**src/rtl/core_share_arb.sv**
```systemverilog
// core_share_arb: round-robin time-sharing of one combinational core among NREQ requesters.
// Define CORE_ARB_STATS_EN to build the saturating per-requester grant counters.
module core_share_arb #(
    parameter int unsigned NREQ   = 4,
    parameter int unsigned IN_W   = 14,
    parameter int unsigned OUT_W  = 8,
    parameter int unsigned SETTLE = 2,
    parameter int unsigned CNT_W  = 16
) (
    input  logic                  clk,
    input  logic                  rst_n,
    input  logic [NREQ-1:0]       req_valid,
    input  logic [NREQ*IN_W-1:0]  req_data,
    output logic [NREQ-1:0]       req_ready,
    output logic [NREQ-1:0]       rsp_valid,
    output logic [OUT_W-1:0]      rsp_data,
    input  logic [NREQ-1:0]       rsp_ready,
    output logic [IN_W-1:0]       core_in,
    input  logic [OUT_W-1:0]      core_out,
    output logic                  busy,
    input  logic                  stats_clr,
    output logic [NREQ*CNT_W-1:0] grant_cnt
);

    localparam int unsigned GW = (NREQ > 1) ? $clog2(NREQ) : 1;
    localparam int unsigned SW = (SETTLE > 1) ? $clog2(SETTLE) : 1;
    localparam logic [NREQ-1:0] ONE_HOT0 = NREQ'(1);

    typedef enum logic [1:0] {ST_IDLE, ST_SETTLE, ST_RESP} state_t;

    state_t          state;
    logic [GW-1:0]   last_grant;
    logic [GW-1:0]   win_idx;
    logic            win_found;
    logic [GW:0]     rr_sum;
    logic [GW-1:0]   rr_idx;
    logic [SW-1:0]   settle_cnt;
    logic [IN_W-1:0] win_data;
    logic            hs_req;

    // Search starts one past the last winner and wraps modulo NREQ.
    always_comb begin
        win_found = 1'b0;
        win_idx   = '0;
        rr_sum    = '0;
        rr_idx    = '0;
        for (int unsigned k = 1; k <= NREQ; k++) begin
            rr_sum = {1'b0, last_grant} + (GW+1)'(k);
            rr_idx = (rr_sum >= (GW+1)'(NREQ)) ? GW'(rr_sum - (GW+1)'(NREQ)) : rr_sum[GW-1:0];
            if (!win_found && req_valid[rr_idx]) begin
                win_found = 1'b1;
                win_idx   = rr_idx;
            end
        end
    end

    always_comb begin
        win_data = '0;
        for (int unsigned i = 0; i < NREQ; i++) begin
            if (win_idx == GW'(i)) win_data = req_data[i*IN_W +: IN_W];
        end
    end

    assign hs_req    = (state == ST_IDLE) && win_found;
    assign req_ready = (hs_req && rst_n) ? (ONE_HOT0 << win_idx) : '0;
    assign busy      = (state != ST_IDLE);

    always_ff @(posedge clk or negedge rst_n) begin
        if (!rst_n) begin
            state      <= ST_IDLE;
            last_grant <= GW'(NREQ - 1);
            settle_cnt <= '0;
            core_in    <= '0;
            rsp_data   <= '0;
            rsp_valid  <= '0;
        end else begin
            case (state)
                ST_IDLE: begin
                    if (hs_req) begin
                        core_in    <= win_data;
                        last_grant <= win_idx;
                        settle_cnt <= SW'(SETTLE - 1);
                        state      <= ST_SETTLE;
                    end
                end
                ST_SETTLE: begin
                    if (settle_cnt != '0) begin
                        settle_cnt <= settle_cnt - 1'b1;
                    end else begin
                        rsp_data  <= core_out;
                        rsp_valid <= ONE_HOT0 << last_grant;
                        state     <= ST_RESP;
                    end
                end
                ST_RESP: begin
                    if (rsp_ready[last_grant]) begin
                        rsp_valid <= '0;
                        state     <= ST_IDLE;
                    end
                end
                default: state <= ST_IDLE;
            endcase
        end
    end

`ifdef CORE_ARB_STATS_EN
    logic [CNT_W-1:0] cnt_q [NREQ];

    // Clear takes priority over a coincident grant; counters saturate.
    always_ff @(posedge clk or negedge rst_n) begin
        if (!rst_n) begin
            for (int unsigned i = 0; i < NREQ; i++) cnt_q[i] <= '0;
        end else begin
            for (int unsigned i = 0; i < NREQ; i++) begin
                if (stats_clr) begin
                    cnt_q[i] <= '0;
                end else if (req_ready[i] && cnt_q[i] != '1) begin
                    cnt_q[i] <= cnt_q[i] + 1'b1;
                end
            end
        end
    end

    always_comb begin
        grant_cnt = '0;
        for (int unsigned i = 0; i < NREQ; i++) begin
            grant_cnt[i*CNT_W +: CNT_W] = cnt_q[i];
        end
    end
`else
    logic unused_stats_clr;
    assign unused_stats_clr = stats_clr;
    assign grant_cnt        = '0;
`endif

endmodule

```
**config.mk**
```make
export PLATFORM = sky130hd
export DESIGN_NAME = core_share_arb
export DESIGN_NICKNAME = d
export VERILOG_FILES = /design/src/rtl/core_share_arb.sv
export SDC_FILE = /design/constraint.sdc
export NUM_CORES = 1
export LEC_CHECK = 0
export ABC_AREA = 1
export CAP_MARGIN = 40
export CELL_PAD_IN_SITES_DETAIL_PLACEMENT = 0
export CELL_PAD_IN_SITES_GLOBAL_PLACEMENT = 2
export CORE_ASPECT_RATIO = 1.4
export CORE_MARGIN = 2
export CORE_UTILIZATION = 20
export CTS_BUF_LIST = sky130_fd_sc_hd__clkbuf_8
export DETAILED_ROUTE_END_ITERATION = 6
export HOLD_SLACK_MARGIN = 0.1
export PLACE_DENSITY_LB_ADDON = 0.05
export SYNTH_ARGS = -nofsm -noshare
export SYNTH_HDL_FRONTEND = slang
export SYNTH_SLANG_ARGS = --single-unit
export TNS_END_PERCENT = 50
```
**constraint.sdc**
```tcl
create_clock -name clk -period 3.45 [get_ports clk]
set_input_delay 0.345 -clock clk [delete_from_list [all_inputs] [get_ports clk]]
set_output_delay 0.345 -clock clk [all_outputs]
set_load 0.05 [all_outputs]
```
==> qor.csv <==
metric,value,unit
start_util,20.4,%
diodes,0,
h-tree-depth,2,
netlist_instances,349,
drive_gt1_share,11.9,%
relSlewSlack,63.6,%
synth_cell_types,28,
layout_commonest_cell,clkdlybuf4s50_1,
die-area,0.0140,mm^2
powerDensity,1170,mW/mm^2
worst_pin_slew,0.544,ns
cp-end-kind,primary output,
cts.sinks,31,
netlist_area,0.00260,mm^2
holdBufCountCts,0,
fin_crit,3.16,ns
setup_viol,0,
row_count,49,
critical-path-max-stage-delay,0.60,ns
worstPathCellList,inv_1 -> ha_1 -> inv_1 -> nand3_1 -> nand2_2 -> inv_2 -> a21oi_1 -> nand2_1 -> nand2_4 -> inv_2 -> nor3_1 -> buf_12,
fin_worst_skew,0.00496,ns
clkTransAtPathRegs,0.07,ns
cts_setup_buffers,0,
cp_data_arrival_time,2.81,ns
final_cell_mix,"clkdlybuf4s50_1, nand2_1, conb_1, nand3_1, nor2_1",
crit_fanout,17,
critPathLaunchType,flip-flop,
clock_tree.buffer_depth,2,
crit_buf_inv,5,
antenna_left,0,
critical_path_class,flip-flop to primary output,
synth_seq_area_share,29.9,%
antenna_found_initial,0,
yosys.area.top_type,dfrtp_1,
hold_class,primary input to async pin,
die_w,100,um
cp.required,3.11,ns
routabilityCongestion,0.705,
cts_buffers,5,
clkLatencyLatePin,0.28,ns
vias,2340,
hold_viol,0,
drtIter0Drc,67,
slew_violations,0,
rsz0062_at_grt,false,
route.detailed.drc,0,
fin_util,28.7,%
p_leak,1.74,nW
place_hpwl,6190,um
ios,170,
core,0.0128,mm^2
yosys-top-cells-area,"dfrtp_1, buf_4, nand2_1, nand3_1, nor2_1",
peakVddDrop,0.375,mV
fin_crit_sh,91.5,%
die_h,139,um
grt_pass1_vias,2298,
cts.repair.resized,0,
crit_family,simple AND/OR/NAND/NOR gates,
firstDrtPassIters,4,
grt_overflow,0,
synthToLayoutAreaGrowth,40.7,%
status,finished clean,
cts_tree,built,
numPortBuffers,104,
cap_viol_max_count,0,
track_usage,11.1,%
grt_pass1_wl,12000,um
rrSetupSlack,0.64,ns
vias_per_cell,3.85,
wl,7940,um
wl_per_cell,13.1,um
critPathSlowestCell,dfstp_2,
yosys_warnings,0,
synth-seq-cells,31,
grt_max_degree,32,
final_nets,533,
whs,0.155,ns
clock-root-buffer,clkbuf_8,
yosysTopAreaCellShare,27.9,%
fmax,0.317,GHz
syn_area_per_cell,7.46,um^2
fin_tns_setup,0,ns
## cell type report
cell class,count,area (um^2)
Clock buffer,6,82.6
Clock inverter,2,8.76
Fill cell,1456,9090
Inverter,24,90.1
Multi-Input combinational cell,282,1390
Sequential cell,31,778
Tap cell,153,191
Timing Repair Buffer,110,1120
## flip-flops by register name, summed over array words and instances, names as in the netlist
register / count
state: 2
settle_cnt: 1
rsp_data: 8
rsp_valid: 4
last_grant: 2
core_in: 14
## cells by family (layout without fill, tap and decap cells)
family | count (synthesis) | in the layout | synth area share (%)
AO/OA/AOI/OAI | 12 | 12 | 3.03
multiplexers | 8 | 8 | 3.46
AND/OR/NAND/NOR | 194 | 194 | 35.8
adder cells (fa/ha/maj) | 4 | 4 | 1.92
flip-flops | 31 | 31 | 29.9
other | 1 | 64 | 0.144
buffers and inverters | 99 | 142 | 25.8
## worst register-to-register path, cell delays in order (launching register included)
cell and delay (ns):
dfstp_2 0.60, inv_1 0.14, ha_1 0.37, inv_1 0.10, nand3_2 0.12, nand2_2 0.08, inv_2 0.07, nand4_1 0.08
nand2_1 0.11, nand2_4 0.15, buf_4 0.25, nor2_4 0.35, nand2_1 0.09, nand3_1 0.09, nor2_1 0.05, nor2_1 0.08
## routing by layer
| layer | up-vias | global-route usage, % | wire (um) |
|---|---|---|---|
| met4 | 0 | 2.38 | 72 |
| met3 | 4 | 2.77 | 536 |
| met5 | - | 0 | 0 |
| li1 | 1189 | - | - |
| met2 | 94 | 21.3 | 4320 |
| met1 | 1053 | 11.9 | 3010 |
## cells in the mapped netlist, drive strengths merged
cell type / instances
a32o: 1
inv: 24
o21ai: 8
a21boi: 1
clkbuf: 1
conb: 1
nand3: 48
nand4: 9
nand2: 89
nor2: 45
mux2: 8
buf: 74
a21oi: 2
dfstp: 2
ha: 4
nor3: 3
dfrtp: 29
## per-stage QoR
stage | power [mW] | std cells | setup WS (ns) | cell area [um^2]
after floorplan | 3.26 | 412 | 0.0247 | 2840
after global placement | 4.08 | 600 | 0.552 | 3570
after detailed placement | 4.09 | 600 | 0.524 | 3570
after CTS | 4.41 | 608 | 0.199 | 3660
after global routing | 4.70 | 608 | 0.0312 | 3660
final | 4.28 | 608 | 0.292 | 3660
## worst paths after layout
path,startpoint,to,cells after the start
min,rst_n,rsp_valid[2]$_DFFE_PN0P_,2
min in group clk,core_in[0]$_DFFE_PN0P_,core_in[0]$_DFFE_PN0P_,2
max in group asynchronous,rst_n,last_grant[1]$_DFFE_PN1P_,2
min reg2reg,core_in[0]$_DFFE_PN0P_,core_in[0]$_DFFE_PN0P_,2
max,last_grant[1]$_DFFE_PN1P_,req_ready[0],12
max reg2reg,last_grant[1]$_DFFE_PN1P_,core_in[1]$_DFFE_PN0P_,15
## where the power goes
group | internal [mW] | switching (mW)
combinational | 1.06 | 2.26
clock | 0.158 | 0.141
sequential | 0.562 | 0.0971
Note: power is estimated with default switching activity, not from simulation.
